File: src/rtl/tlcd_bus_arbiter_if.sv
// rtl/tlcd_bus_arbiter_if.sv - requester handshakes and character-LCD bus bundle
// master: requester/observer side; slave: the arbiter that owns the bus.
interface tlcd_bus_arbiter_if;
  logic       req0;
  logic       req0_rs;
  logic [7:0] req0_data;
  logic       ack0;
  logic       req1;
  logic       req1_rs;
  logic [7:0] req1_data;
  logic       ack1;
  logic       tlcd_e;
  logic       tlcd_rs;
  logic       tlcd_rw;
  logic [7:0] tlcd_data;
  logic       ready;
  logic       busy;
  logic [2:0] state;

  modport master (
    output req0, req0_rs, req0_data, req1, req1_rs, req1_data,
    input  ack0, ack1, tlcd_e, tlcd_rs, tlcd_rw, tlcd_data, ready, busy, state
  );

  modport slave (
    input  req0, req0_rs, req0_data, req1, req1_rs, req1_data,
    output ack0, ack1, tlcd_e, tlcd_rs, tlcd_rw, tlcd_data, ready, busy, state
  );
endinterface

File: src/rtl/tlcd_bus_arbiter.sv
// rtl/tlcd_bus_arbiter.sv - LCD power-on sequencer and two-port round-robin write arbiter
// i_resetn is asynchronous and active-high despite its name.
module tlcd_bus_arbiter #(
  parameter int CMD_GAP = 2,
  parameter int CLR_GAP = 20
) (
  input  logic                i_clk,
  input  logic                i_resetn,
  tlcd_bus_arbiter_if.slave   io_bus
);

  typedef enum logic [2:0] {
    S_INIT   = 3'd0,
    S_ARB    = 3'd1,
    S_SETUP  = 3'd2,
    S_STROBE = 3'd3,
    S_HOLD   = 3'd4,
    S_GAP    = 3'd5
  } state_t;

  typedef enum logic [1:0] {
    SRC_INIT = 2'd0,
    SRC_P0   = 2'd1,
    SRC_P1   = 2'd2
  } src_t;

  localparam logic [7:0] LP_CMD_GAP_M1 = 8'(CMD_GAP - 1);
  localparam logic [7:0] LP_CLR_GAP_M1 = 8'(CLR_GAP - 1);

  state_t     r_state, w_state_nxt;
  src_t       r_src, w_src_nxt;
  logic [1:0] r_idx, w_idx_nxt;
  logic       r_last_grant, w_last_grant_nxt;
  logic [7:0] r_gap_cnt, w_gap_cnt_nxt;
  logic       r_e, w_e_nxt;
  logic       r_rs, w_rs_nxt;
  logic [7:0] r_data, w_data_nxt;
  logic       r_ack0, w_ack0_nxt;
  logic       r_ack1, w_ack1_nxt;
  logic       r_ready, w_ready_nxt;
  logic [7:0] w_rom_data;
  logic       w_is_clear;

  always_comb begin
    case (r_idx)
      2'd0:    w_rom_data = 8'h38;
      2'd1:    w_rom_data = 8'h0C;
      2'd2:    w_rom_data = 8'h01;
      default: w_rom_data = 8'h06;
    endcase
  end

  assign w_is_clear = !r_rs && (r_data == 8'h01);

  always_ff @(posedge i_clk or posedge i_resetn) begin
    if (i_resetn) begin
      r_state      <= S_INIT;
      r_src        <= SRC_INIT;
      r_idx        <= 2'd0;
      r_last_grant <= 1'b1;
      r_gap_cnt    <= 8'd0;
      r_e          <= 1'b0;
      r_rs         <= 1'b0;
      r_data       <= 8'h00;
      r_ack0       <= 1'b0;
      r_ack1       <= 1'b0;
      r_ready      <= 1'b0;
    end else begin
      r_state      <= w_state_nxt;
      r_src        <= w_src_nxt;
      r_idx        <= w_idx_nxt;
      r_last_grant <= w_last_grant_nxt;
      r_gap_cnt    <= w_gap_cnt_nxt;
      r_e          <= w_e_nxt;
      r_rs         <= w_rs_nxt;
      r_data       <= w_data_nxt;
      r_ack0       <= w_ack0_nxt;
      r_ack1       <= w_ack1_nxt;
      r_ready      <= w_ready_nxt;
    end
  end

  always_comb begin
    w_state_nxt      = r_state;
    w_src_nxt        = r_src;
    w_idx_nxt        = r_idx;
    w_last_grant_nxt = r_last_grant;
    w_gap_cnt_nxt    = r_gap_cnt;
    w_e_nxt          = r_e;
    w_rs_nxt         = r_rs;
    w_data_nxt       = r_data;
    w_ack0_nxt       = 1'b0;
    w_ack1_nxt       = 1'b0;
    w_ready_nxt      = r_ready;
    case (r_state)
      S_INIT: begin
        w_rs_nxt    = 1'b0;
        w_data_nxt  = w_rom_data;
        w_src_nxt   = SRC_INIT;
        w_state_nxt = S_SETUP;
      end
      S_ARB: begin
        // Skipping the ACK cycle gives the served requester one edge to drop REQ.
        if (!r_ack0 && !r_ack1) begin
          if (io_bus.req0 && (!io_bus.req1 || r_last_grant)) begin
            w_rs_nxt         = io_bus.req0_rs;
            w_data_nxt       = io_bus.req0_data;
            w_src_nxt        = SRC_P0;
            w_last_grant_nxt = 1'b0;
            w_state_nxt      = S_SETUP;
          end else if (io_bus.req1) begin
            w_rs_nxt         = io_bus.req1_rs;
            w_data_nxt       = io_bus.req1_data;
            w_src_nxt        = SRC_P1;
            w_last_grant_nxt = 1'b1;
            w_state_nxt      = S_SETUP;
          end
        end
      end
      S_SETUP: begin
        w_e_nxt     = 1'b1;
        w_state_nxt = S_STROBE;
      end
      S_STROBE: begin
        w_e_nxt     = 1'b0;
        w_state_nxt = S_HOLD;
      end
      S_HOLD: begin
        w_gap_cnt_nxt = w_is_clear ? LP_CLR_GAP_M1 : LP_CMD_GAP_M1;
        w_state_nxt   = S_GAP;
      end
      S_GAP: begin
        if (r_gap_cnt == 8'd0) begin
          case (r_src)
            SRC_INIT: begin
              if (r_idx == 2'd3) begin
                w_ready_nxt = 1'b1;
                w_state_nxt = S_ARB;
              end else begin
                w_idx_nxt   = r_idx + 2'd1;
                w_state_nxt = S_INIT;
              end
            end
            SRC_P0: begin
              w_ack0_nxt  = 1'b1;
              w_state_nxt = S_ARB;
            end
            SRC_P1: begin
              w_ack1_nxt  = 1'b1;
              w_state_nxt = S_ARB;
            end
            default: w_state_nxt = S_ARB;
          endcase
        end else begin
          w_gap_cnt_nxt = r_gap_cnt - 8'd1;
        end
      end
      default: begin
        w_e_nxt     = 1'b0;
        w_state_nxt = S_INIT;
      end
    endcase
  end

  assign io_bus.tlcd_e    = r_e;
  assign io_bus.tlcd_rs   = r_rs;
  assign io_bus.tlcd_rw   = 1'b0;
  assign io_bus.tlcd_data = r_data;
  assign io_bus.ack0      = r_ack0;
  assign io_bus.ack1      = r_ack1;
  assign io_bus.ready     = r_ready;
  assign io_bus.busy      = (r_state != S_ARB);
  assign io_bus.state     = r_state;

endmodule

File: src/flat_wrapper.sv
// flat-port wrapper written by rule: the top's interface ports become plain ports
module tlcd_bus_arbiter_flat 
#(
  parameter int CMD_GAP = 2,
  parameter int CLR_GAP = 20
)
  (i_clk, i_resetn, io_bus_req0, io_bus_req0_rs, io_bus_req0_data, io_bus_req1, io_bus_req1_rs, io_bus_req1_data, io_bus_ack0, io_bus_ack1, io_bus_tlcd_e, io_bus_tlcd_rs, io_bus_tlcd_rw, io_bus_tlcd_data, io_bus_ready, io_bus_busy, io_bus_state);
  tlcd_bus_arbiter_if io_bus_i ();
  input  logic i_clk;
  input  logic i_resetn;
  input wire logic [$bits(io_bus_i.req0)-1:0] io_bus_req0;
  input wire logic [$bits(io_bus_i.req0_rs)-1:0] io_bus_req0_rs;
  input wire logic [$bits(io_bus_i.req0_data)-1:0] io_bus_req0_data;
  input wire logic [$bits(io_bus_i.req1)-1:0] io_bus_req1;
  input wire logic [$bits(io_bus_i.req1_rs)-1:0] io_bus_req1_rs;
  input wire logic [$bits(io_bus_i.req1_data)-1:0] io_bus_req1_data;
  output wire logic [$bits(io_bus_i.ack0)-1:0] io_bus_ack0;
  output wire logic [$bits(io_bus_i.ack1)-1:0] io_bus_ack1;
  output wire logic [$bits(io_bus_i.tlcd_e)-1:0] io_bus_tlcd_e;
  output wire logic [$bits(io_bus_i.tlcd_rs)-1:0] io_bus_tlcd_rs;
  output wire logic [$bits(io_bus_i.tlcd_rw)-1:0] io_bus_tlcd_rw;
  output wire logic [$bits(io_bus_i.tlcd_data)-1:0] io_bus_tlcd_data;
  output wire logic [$bits(io_bus_i.ready)-1:0] io_bus_ready;
  output wire logic [$bits(io_bus_i.busy)-1:0] io_bus_busy;
  output wire logic [$bits(io_bus_i.state)-1:0] io_bus_state;
  assign io_bus_i.req0 = io_bus_req0;
  assign io_bus_i.req0_rs = io_bus_req0_rs;
  assign io_bus_i.req0_data = io_bus_req0_data;
  assign io_bus_i.req1 = io_bus_req1;
  assign io_bus_i.req1_rs = io_bus_req1_rs;
  assign io_bus_i.req1_data = io_bus_req1_data;
  assign io_bus_ack0 = io_bus_i.ack0;
  assign io_bus_ack1 = io_bus_i.ack1;
  assign io_bus_tlcd_e = io_bus_i.tlcd_e;
  assign io_bus_tlcd_rs = io_bus_i.tlcd_rs;
  assign io_bus_tlcd_rw = io_bus_i.tlcd_rw;
  assign io_bus_tlcd_data = io_bus_i.tlcd_data;
  assign io_bus_ready = io_bus_i.ready;
  assign io_bus_busy = io_bus_i.busy;
  assign io_bus_state = io_bus_i.state;
  tlcd_bus_arbiter #(.CMD_GAP(CMD_GAP), .CLR_GAP(CLR_GAP)) u_core (.i_clk(i_clk), .i_resetn(i_resetn), .io_bus(io_bus_i));
endmodule
File: config.mk
export PLATFORM = sky130hd
export DESIGN_NAME = tlcd_bus_arbiter_flat
export DESIGN_NICKNAME = d
export VERILOG_FILES = /design/src/rtl/tlcd_bus_arbiter_if.sv /design/src/rtl/tlcd_bus_arbiter.sv /design/src/flat_wrapper.sv
export SDC_FILE = /design/constraint.sdc
export NUM_CORES = 1
export LEC_CHECK = 0
export CAP_MARGIN = 30
export CORE_MARGIN = 4
export CORE_UTILIZATION = 44
export DETAILED_ROUTE_END_ITERATION = 8
export PLACE_DENSITY = 0.83
export SETUP_SLACK_MARGIN = 0.4
export SYNTH_ARGS = -nofsm -noshare
export SYNTH_HDL_FRONTEND = slang
export SYNTH_SLANG_ARGS = --single-unit
export TNS_END_PERCENT = 30
File: constraint.sdc
create_clock -name i_clk -period 2 [get_ports i_clk]
set_input_delay 0.3 -clock i_clk [delete_from_list [all_inputs] [get_ports i_clk]]
set_output_delay 0.3 -clock i_clk [all_outputs]
set_load 0.01 [all_outputs]
==> out/summary.txt, run 1 <==
Total wire length: 4.26 mm
Congestion Overflow GR: 0
Vias in the first global route: 1,484
Post-synthesis instance total: 172
Distinct cell type count of the synthesized netlist: 45
Total area of sequential cells: 728 sq um
Number of rows created at floorplan: 22
Die extent in x: 69.5 um
Critical Path Max Stage Delay: 0.45 ns
Worst voltage drop across the vdd grid: 0.000812 V
Flip-flop and latch count after synthesis: 29
Share of the core filled with cells: 0.657
Post-DP HPWL: 2.92 mm
Minimum clock period after layout: 1.82 ns
Tot GR Track Use: 0.186
Area of the die: 4830 sq um
Max-cap violation count: 0
Clock skew after layout: 0.00610 ns
Net Count, Synth: 201
Max FO, Critical Path: 2
Top Ports: 40
Clock latency on the worst-skew pair: 0.29 ns
Total number of yosys warnings: 0
Max Clock Freq: 550 MHz
Sequential fraction of the synthesis area: 0.437
Leakage power figure: 1.07 nW
Endpoint class of the critical path: register
Fraction of synthesized cell area taken by the top area cell type: 0.421
Clock Pin Slew Worst Setup and Hold Paths: 0.06 ns
Number of buffer and inverter stages on the critical path: 1
Cell with the biggest individual delay on the critical path: or4_4
Placeable Area: 3660 sq um
Number of iterations in the first detailed-routing pass: 4
Wire length of the first global-routing pass: 7.12 mm
Largest area contributor in the synthesized netlist: dfrtp_1
Number of vias per cell: 5.33
PD cells: 1410 nW/um^2
Maximum number of pins on one net before global-route repair: 30
Top area cells in the synthesized netlist: dfrtp_1 42%, ha_1 5.3%, o21ai_0 4.8%, mux2i_1 4.2%, nor2_1 3.4%
Total CTS buffers: 5
Worst setup startpoint: u_core.r_gap_cnt[1]
Final setup vio count: 0
Hold Path Class: in2async
RR Startpoint: u_core.r_gap_cnt[1]
Height of the die: 69.5 um
Number of enable flip-flop cells after synthesis: 0
Startpoint kind of the worst setup timing path: register
Final weighted congestion in routability-driven placement: 0.819
Number of H-tree levels: 2
Setup TNS after final layout: 0 ns
Number of fill cells in the layout: 282
Data required time at the worst endpoint: 2.18 ns
Diode insertion count for antenna repair: 0
Final Max Tran Viols: 0
Wire length per cell after detailed routing: 14.9 um
Run status: completed
Number of port buffers: 38
Clock Path Buffers: 2
Synth async-reset ratio: 1.00
Cell area after technology mapping: 1670 sq um
Arrival time worst endpoint: 2.00 ns
Kind of cell adding the most delay to the critical path: simple AND/OR/NAND/NOR gates
Final Hold Viols: 0
Unrepaired setup endpoints after global routing: yes
Net total in the final layout: 265
Proportion of layout cells with a drive suffix above 1: 0.249
Area delta synth->final: 44.3%
Initial antenna violation count: 0
Effective utilization at floorplan: 0.455
Detailed router's first-iteration violation count: 100
Antenna violation net count after detailed routing: 0
Clock sink total: 29
Synth Area per Inst: 9.68 sq um
Vias after detailed routing: 1,519
Clock tree from TritonCTS: built
Critical-path cell list: inv_2, ha_4, nor4b_4, nand3_2, or4_4, mux2_4
Commonest register cell after synthesis: dfrtp_1
Setup CP Type: reg2reg
Root cell of the clock tree: clkbuf_8
DRC violation count after routing: 0
Post-route clock period utilization: 0.910
Multi-input logic area: 918 sq um
[layer usage]
metal,up-vias,track usage,part of all wire
met1,730,0.242,0.47
met5,-,0,0
li1,750,-,-
met2,31,0.281,0.46
met4,0,0.0954,0.022
met3,8,0.0551,0.045
[cell usage after synthesis (4+ instances only)]
| cell | count |
|---|---|
| dfrtp_1 | 28 |
| o21ai_0 | 16 |
| nor2_1 | 15 |
| a21oi_1 | 10 |
| nand3_1 | 9 |
| inv_1 | 8 |
| nand2_1 | 8 |
| ha_1 | 7 |
| mux2i_1 | 7 |
| clkbuf_1 | 5 |
| nand2b_1 | 4 |
[where the power goes]
group,internal [mW],switching (mW),leakage [nW]
Clock,0.240,0.230,0.0450
Sequential,0.840,0.268,0.366
Combinational,0.988,0.832,0.654
[registers in the layout (all words and copies together), names as in the netlist]
| register | flops |
|---|---|
| u_core.r_src | 2 |
| u_core.r_gap_cnt | 8 |
| u_core.io_bus.ready | 1 |
| u_core.io_bus.ack1 | 1 |
| u_core.io_bus.ack0 | 1 |
| u_core.r_idx | 2 |
| u_core.io_bus.state | 3 |
| u_core.io_bus.tlcd_e | 1 |
| u_core.io_bus.tlcd_rs | 1 |
| u_core.r_last_grant | 1 |
| u_core.io_bus.tlcd_data | 8 |
[area by class of cell]
class | count | share of cell area
multi-input combinational | 127 | 0.382
sequential | 29 | 0.303
timing repair buffer | 64 | 0.242
clock buffer | 6 | 0.0302
tap | 48 | 0.0250
inverter | 9 | 0.0141
clock inverter | 2 | 0.00416
[cells in the final DEF (no fill, tap or decap), types with 4 or more instances in the layout]
cell,count
mux2i_1,7
buf_4,25
nand2b_1,4
clkbuf_8,5
a21oi_1,9
nand3_1,9
clkdlybuf4s50_1,37
o21ai_0,15
inv_1,6
dfrtp_1,27
nor2_1,15
ha_1,6
nand2_1,6
[worst reg2reg max path, stage by stage, from the launching register on]
cell and delay, ns:
dfrtp_1 0.40, inv_2 0.08, ha_4 0.13, nor4b_4 0.23, nand3_2 0.11, or4_4 0.45
mux2_4 0.31
[per-stage QoR]
| step | hold slack, ns | instances | cell area [sq um] | setup WS (ns) | power (mW) |
|---|---|---|---|---|---|
| global placement | 0.455 | 262 | 2160 | 0.115 | 2.57 |
| global route | 0.435 | 285 | 2400 | 0.129 | 3.65 |
| CTS | 0.394 | 276 | 2310 | 0.207 | 3.19 |
| detailed placement | 0.455 | 262 | 2160 | 0.0511 | 2.61 |
| finish | 0.380 | 285 | 2400 | 0.181 | 3.40 |
| floorplan | 0.377 | 172 | 1670 | 0.133 | 1.97 |
[worst paths after layout]
| kind | to | slack (ns) | cells past startpoint |
|---|---|---|---|
| max | u_core.r_idx[1] | 0.18 | 6 |
| min | u_core.io_bus.tlcd_data[5] | 0.38 | 3 |
| min in group i_clk | u_core.io_bus.ready | 0.48 | 1 |
| max reg2reg | u_core.r_idx[1] | 0.18 | 6 |
| max in group asynchronous | u_core.r_last_grant | 1.30 | 3 |
| min reg2reg | u_core.io_bus.ready | 0.48 | 1 |
[what timing repair did]
action	4_1_cts	5_1_grt
endpoints found under the setup margin	19	20
gates resized for setup	6	13
pin swaps	0	3
buffers inserted	6	9
gates cloned	0	0
hold buffers	0	0
[logic make-up after synthesis]
family,synth area share
xor+xnor,0.00526
buf+inv,0.0391
compound gates,0.159
flops,0.437
simple gates,0.241
fa+ha+maj,0.0526
mux,0.0646
other cells,0.00225
No activity file was read; power rests on OpenSTA's default activity.
==> run 2: changes to the inputs <==
--- a/config.mk
+++ b/config.mk
@@ -10,6 +10,7 @@
 export CORE_UTILIZATION = 44
 export DETAILED_ROUTE_END_ITERATION = 8
 export PLACE_DENSITY = 0.83
+export REMOVE_ABC_BUFFERS = 1
 export SETUP_SLACK_MARGIN = 0.4
 export SYNTH_ARGS = -nofsm -noshare
 export SYNTH_HDL_FRONTEND = slang
==> run 2 against run 1 <==
Against the previous run:
- clock-buffer cell count rose by 2
- cell area fell by 1.5%
- largest cell class unchanged
- sequential share of layout area rose by 0.55 points
- hold slack improved by 0.012 ns
- worst setup slack got worse by 0.075 ns
- combinational power fell by 4%
- highest routed layer unchanged
==> out/summary.txt, run 2 (synthesis gave the netlist of run 1 again) <==
Arrival time worst endpoint: 2.06 ns (+0.06 ns)
Vias in the first global route: 1,566 (+5.5%)
Capture instance of the worst register-to-register path: u_core.r_idx[1]
Number of cells on the worst reg-to-reg path: 6 (unchanged)
Maximum number of pins on one net before global-route repair: 30 (unchanged)
Setup CP Type: reg2reg
Minimum clock period after layout: 1.89 ns (+0.0746 ns)
Final weighted congestion in routability-driven placement: 0.874 (+6.7%)
Max Clock Freq: 528 MHz (-3.9%)
Endpoint class of the critical path: register
Number of iterations in the first detailed-routing pass: 4 (unchanged)
Wire length per cell after detailed routing: 16.0 um (+7.4%)
Total wire length: 4.53 mm (+6.3%)
Effective utilization at floorplan: 0.455 (unchanged)
Post-route clock period utilization: 0.947 (+0.0373)
Clock sink total: 29 (unchanged)
Unrepaired setup endpoints after global routing: yes
Data required time at the worst endpoint: 2.17 ns (about the same)
Proportion of layout cells with a drive suffix above 1: 0.218 (-0.0310)
Commonest non-fill, non-tap cells in the layout: 36 x clkdlybuf4s50_1, 25 x dfrtp_1, 22 x buf_4
DRC violation count after routing: 0 (unchanged)
Number of vias per cell: 5.52 (+3.5%)
Share of the core filled with cells: 0.647 (-0.00957)
Clock skew after layout: 0.00740 ns (+0.00131 ns)
Diode insertion count for antenna repair: 0 (unchanged)
Placed instance count: 261 (-0.38%)
Congestion Overflow GR: 0 (unchanged)
Most common library cell in the layout ignoring fill and taps: clkdlybuf4s50_1
Clock Path Buffers: 2 (unchanged)
Total area of sequential cells: 731 sq um (+0.34%)
Initial antenna violation count: 0 (unchanged)
Wire length of the first global-routing pass: 7.27 mm (+2.0%)
Number of rows created at floorplan: 22 (unchanged)
Net total in the final layout: 262 (-1.1%)
Final Hold Viols: 0 (unchanged)
PD cells: 1410 nW/um^2 (-0.16%)
Worst setup startpoint: u_core.r_gap_cnt[0]
RR Startpoint: u_core.r_gap_cnt[0]
Tot GR Track Use: 0.189 (+0.00288)
Final std cells w/o fill: 282 (-1.1%)
Worst slack on hold paths: 0.392 ns (+0.0118 ns)
Worst setup slack for register-to-register paths: 0.11 ns (-0.07 ns)
Setup TNS after final layout: 0 ns (unchanged)
Clock Pin Slew Worst Setup and Hold Paths: 0.06 ns (about the same)
Final setup vio count: 0 (unchanged)
Startpoint kind of the worst setup timing path: register
Number of H-tree levels: 2 (unchanged)
Multi-input logic area: 906 sq um (-1.4%)
Placeable Area: 3660 sq um (unchanged)
Clock tree from TritonCTS: built
Antenna violation net count after detailed routing: 0 (unchanged)
Number of port buffers: 38 (unchanged)
Clock latency on the worst-skew pair: 0.29 ns (about the same)
Root cell of the clock tree: clkbuf_8
Worst Setup EP: u_core.r_idx[1]
Leakage power figure: 1.05 nW (-1.3%)
Total CTS buffers: 5 (unchanged)
Run status: completed
Detailed router's first-iteration violation count: 136 (+36%)
Top Ports: 40 (unchanged)
Number of fill cells in the layout: 287 (+1.8%)
Area delta synth->final: 42.2%
Post-DP HPWL: 3.11 mm (+6.7%)
Area of the die: 4830 sq um (unchanged)
Vias after detailed routing: 1,556 (+2.4%)
Max-cap violation count: 0 (unchanged)
Final Max Tran Viols: 0 (unchanged)
Die extent in x: 69.5 um (unchanged)
Hold Path Class: in2async
Worst voltage drop across the vdd grid: 0.000732 V (-9.8%)
Max FO, Critical Path: 2 (unchanged)
Height of the die: 69.5 um (unchanged)
==> run 2: repair_timing <==
| item | CTS | global route |
|---|---|---|
| setup buffers | 6 | 7 |
| endpoints found under the hold margin | 0 | 0 |
| hold buffers | 0 | 0 |
| pin swaps | 1 | 0 |
| gates resized for setup | 8 | 7 |
| endpoints found under the setup margin | 16 | 23 |
==> run 2: how the worst min path moves through the flow <==
stage                           to  depth (start not counted)
3_3_place_gp   u_core.io_bus.ready                          1
6_report       u_core.r_gap_cnt[0]                          3
5_1_grt        u_core.r_gap_cnt[6]                          3
3_5_place_dp   u_core.io_bus.ready                          1
2_1_floorplan   u_core.io_bus.ack0                          1
4_1_cts        u_core.r_gap_cnt[6]                          3
==> run 2: report_power, final <==
| part | internal (mW) | switching (mW) | leakage (nW) |
|---|---|---|---|
| clock | 0.247 | 0.220 | 0.0395 |
| combinational | 0.925 | 0.821 | 0.648 |
| sequential | 0.844 | 0.288 | 0.364 |
| total | 2.02 | 1.33 | 1.05 |
==> run 2: per-layer routing <==
metal  global-route usage  up-vias  part of all wire
li1                     -      742                 -
met1                0.220      766              0.43
met2                0.333       37              0.51
met3               0.0536       11             0.040
met4               0.0629        0             0.017
met5                    0        -                 0
==> run 2: worst max-delay path: stages, from the launching register on <==
cell	delay, ns
dfrtp_1	0.41
inv_2	0.09
ha_4	0.13
nor4b_4	0.25
nand3_2	0.13
or4_4	0.46
mux2_4	0.31
==> run 2: metrics by stage <==
| step | setup WS [ns] | instance area (sq um) | total power, mW |
|---|---|---|---|
| 2_1_floorplan | 0.113 | 1630 | 1.94 |
| 3_3_place_gp | 0.103 | 2150 | 2.55 |
| 3_5_place_dp | 0.00344 | 2150 | 2.60 |
| 4_1_cts | 0.167 | 2300 | 3.15 |
| 5_1_grt | 0.0744 | 2370 | 3.55 |
| 6_report | 0.106 | 2370 | 3.34 |
==> run 2: area by class of cell <==
| class | instances | share of cell area |
|---|---|---|
| clock buffer | 8 | 0.0338 |
| inverter | 9 | 0.0143 |
| multi-input combinational | 127 | 0.382 |
| sequential | 29 | 0.309 |
| tap | 48 | 0.0254 |
| timing repair buffer | 61 | 0.236 |
==> run 3: changes to the inputs <==
--- a/config.mk
+++ b/config.mk
@@ -6,12 +6,13 @@
 export NUM_CORES = 1
 export LEC_CHECK = 0
 export CAP_MARGIN = 30
-export CORE_MARGIN = 4
 export CORE_UTILIZATION = 44
 export DETAILED_ROUTE_END_ITERATION = 8
 export PLACE_DENSITY = 0.83
+export RECOVER_POWER = 50
 export REMOVE_ABC_BUFFERS = 1
 export SETUP_SLACK_MARGIN = 0.4
+export SKIP_LAST_GASP = 1
 export SYNTH_ARGS = -nofsm -noshare
 export SYNTH_HDL_FRONTEND = slang
 export SYNTH_SLANG_ARGS = --single-unit
==> run 3 against run 2 <==
Against the previous run:
- clock skew is 0.0029 ns lower
- via count shrank 1.1%
- critical path depth stayed put
- routed wire length shrank 3.3%
- sequential share of layout area is 0.20 points higher
- non-clock buffer count is 2 lower
- clock-buffer cell count shrank 1
- global-route usage up 4.3 points
- cell area shrank 1.2%
- first-iteration DRC count shrank 38%
- largest power group unchanged
- highest routed layer unchanged
==> out/summary.txt, run 3 (synthesis gave the netlist of run 1 again) <==
Worst setup slack for register-to-register paths: 0.18 ns (+0.08 ns)
Number of vias per cell: 5.54 (+0.33%)
Kind of cell adding the most delay to the critical path: simple AND/OR/NAND/NOR gates
Startpoint kind of the worst setup timing path: register
Effective utilization at floorplan: 0.480 (+0.0253)
Proportion of layout cells with a drive suffix above 1: 0.203 (-0.0154)
Worst voltage drop across the vdd grid: 0.000898 V (+23%)
Clock tree from TritonCTS: built
Measured slew at the worst slew-check pin: 0.717 ns
Antenna violation net count after detailed routing: 0 (unchanged)
Number of cells on the worst reg-to-reg path: 6 (unchanged)
Normalized max-slew margin: 0.522
Hold endpoint: u_core.io_bus.ready
Area delta synth->final: 40.6%
Number of iterations in the first detailed-routing pass: 4 (unchanged)
Critical Path Max Stage Delay: 0.44 ns (-0.02 ns)
Run status: completed
Commonest non-fill, non-tap cells in the layout: 35 x clkdlybuf4s50_1, 28 x dfrtp_1, 17 x buf_4
Top Ports: 40 (unchanged)
Cell with the biggest individual delay on the critical path: or4_4
Height of the die: 63.5 um (-8.6%)
Pre-CTS setup slack: 0.0480 ns (+0.0446 ns)
Number of buffer and inverter stages on the critical path: 1 (unchanged)
Final worst-path setup slack: 0.184 ns (+0.0776 ns)
Cell-internal power: 2.04 mW (+1.1%)
Diode insertion count for antenna repair: 0 (unchanged)
Net total in the final layout: 260 (-0.76%)
Maximum number of pins on one net before global-route repair: 30 (unchanged)
Die extent in x: 63.5 um (-8.6%)
Number of H-tree levels: 2 (unchanged)
Setup CP Type: reg2reg
Clock Pin Slew Worst Setup and Hold Paths: 0.06 ns (about the same)
Hold Path Class: reg2reg
Arrival time worst endpoint: 1.99 ns (-0.07 ns)
Clock Path Buffers: 2 (unchanged)
DRC violation count after routing: 0 (unchanged)
Detailed router's first-iteration violation count: 84 (-38%)
PD cells: 1420 nW/um^2 (+0.87%)
RR Startpoint: u_core.r_gap_cnt[0]
Clock skew after layout: 0.00446 ns (-0.00294 ns)
Area of the die: 4030 sq um (-17%)
Minimum clock period after layout: 1.82 ns (-0.0776 ns)
Endpoint class of the critical path: register
Final setup vio count: 0 (unchanged)
Wire length per cell after detailed routing: 15.7 um (-1.9%)
Congestion Overflow GR: 0 (unchanged)
Total CTS buffers: 5 (unchanged)
Final Hold Viols: 0 (unchanged)
Share of the core filled with cells: 0.675 (+0.0280)
Setup TNS after final layout: 0 ns (unchanged)
Data required time at the worst endpoint: 2.17 ns (about the same)
Max FO, Critical Path: 2 (unchanged)
Initial antenna violation count: 0 (unchanged)
Post-route clock period utilization: 0.908 (-0.0388)
Max-cap violation count: 0 (unchanged)
Hold path cells: 1
# hold bufs at CTS: 0 (unchanged)
Total wire length: 4.38 mm (-3.3%)
Number of port buffers: 38 (unchanged)
Portion of total power attributed to sequential cells: 0.329 (-0.010)
Clock sink total: 29 (unchanged)
Switching share of power: 0.389 (-0.00865)
Clock latency on the worst-skew pair: 0.29 ns (about the same)
Capture instance of the worst register-to-register path: u_core.r_idx[1]
Final weighted congestion in routability-driven placement: 0.826 (-5.5%)
Net Switching: 1.30 mW (-2.5%)
Post-DP HPWL: 2.98 mm (-4.4%)
Max Clock Freq: 551 MHz (+4.3%)
Number of rows created at floorplan: 21 (-4.5%)
Unrepaired setup endpoints after global routing: yes
Root cell of the clock tree: clkbuf_8
Vias in the first global route: 1,529 (-2.4%)
Most common library cell in the layout ignoring fill and taps: clkdlybuf4s50_1
Wire length of the first global-routing pass: 7.01 mm (-3.5%)
Critical-path cell list: inv_2, ha_4, nor4b_4, nand3_2, or4_4, mux2_4
Leakage power figure: 1.04 nW (-0.90%)
Clk pwr share: 0.160 (+0.021)
Final Max Tran Viols: 0 (unchanged)
Vias after detailed routing: 1,539 (-1.1%)
Hold wc startpoint: u_core.io_bus.ready
Tot GR Track Use: 0.232 (+0.0431)
Placeable Area: 3470 sq um (-5.3%)
Comb pwr share: 0.511 (-0.011)
Number of fill cells in the layout: 266 (-7.3%)
## run 3: metrics by stage
stage	hold WS, ns	instances	area, sq um	power, mW
after floorplan	0.377	165	1630	1.94
after global routing	0.483	278	2340	3.55
after CTS	0.392	276	2340	3.30
after detailed placement	0.462	260	2150	2.61
after global placement	0.458	260	2150	2.57
final	0.473	278	2340	3.33
## run 3: area by class of cell
| class | count | area, sq um | share of cell area |
|---|---|---|---|
| Inverter | 9 | 33.8 | 0.0144 |
| Clock inverter | 1 | 5.00 | 0.00214 |
| Clock buffer | 7 | 96.3 | 0.0412 |
| Timing Repair Buffer | 59 | 527 | 0.225 |
| Multi-Input combinational cell | 127 | 895 | 0.382 |
| Tap cell | 46 | 57.6 | 0.0246 |
| Sequential cell | 29 | 727 | 0.311 |
## run 3: timing repair
item / 4_1_cts / 5_1_grt
pin swaps: 2 / 1
setup buffers: 8 / 2
endpoints found under the setup margin: 18 / 23
gates resized for setup: 11 / 3
## run 3: worst max-delay path by stage
stage | endpoint | from | depth (start not counted) | slack [ns]
3_3_place_gp | u_core.r_idx[1] | u_core.r_gap_cnt[0] | 6 | 0.10
2_1_floorplan | u_core.r_idx[1] | u_core.r_gap_cnt[0] | 6 | 0.11
3_5_place_dp | u_core.r_idx[1] | u_core.r_gap_cnt[0] | 6 | 0.05
5_1_grt | u_core.r_idx[1] | u_core.r_gap_cnt[2] | 4 | 0.12
6_report | u_core.r_idx[1] | u_core.r_gap_cnt[0] | 6 | 0.18
4_1_cts | u_core.r_idx[1] | u_core.r_gap_cnt[0] | 6 | 0.22
## run 3: power by group through the flow
stage	combinational, mW	sequential (mW)	clock (mW)
6_report	1.70	1.10	0.535
5_1_grt	1.85	1.13	0.573
4_1_cts	1.66	1.09	0.547
3_5_place_dp	1.51	1.10	0
3_3_place_gp	1.49	1.09	0
2_1_floorplan	0.800	1.14	0
## run 3: worst register-to-register path, cell delays in order, from the launching register on
cell	delay (ns)
dfrtp_1	0.40
inv_2	0.09
ha_4	0.13
nor4b_4	0.22
nand3_2	0.11
or4_4	0.44
mux2_4	0.31
## run 3: routing by layer
| metal | up-vias | track usage | part of all wire |
|---|---|---|---|
| met5 | - | 0 | 0 |
| met4 | 0 | 0.108 | 0.019 |
| met3 | 9 | 0.0598 | 0.067 |
| met2 | 48 | 0.366 | 0.48 |
| met1 | 741 | 0.297 | 0.43 |
| li1 | 741 | - | - |
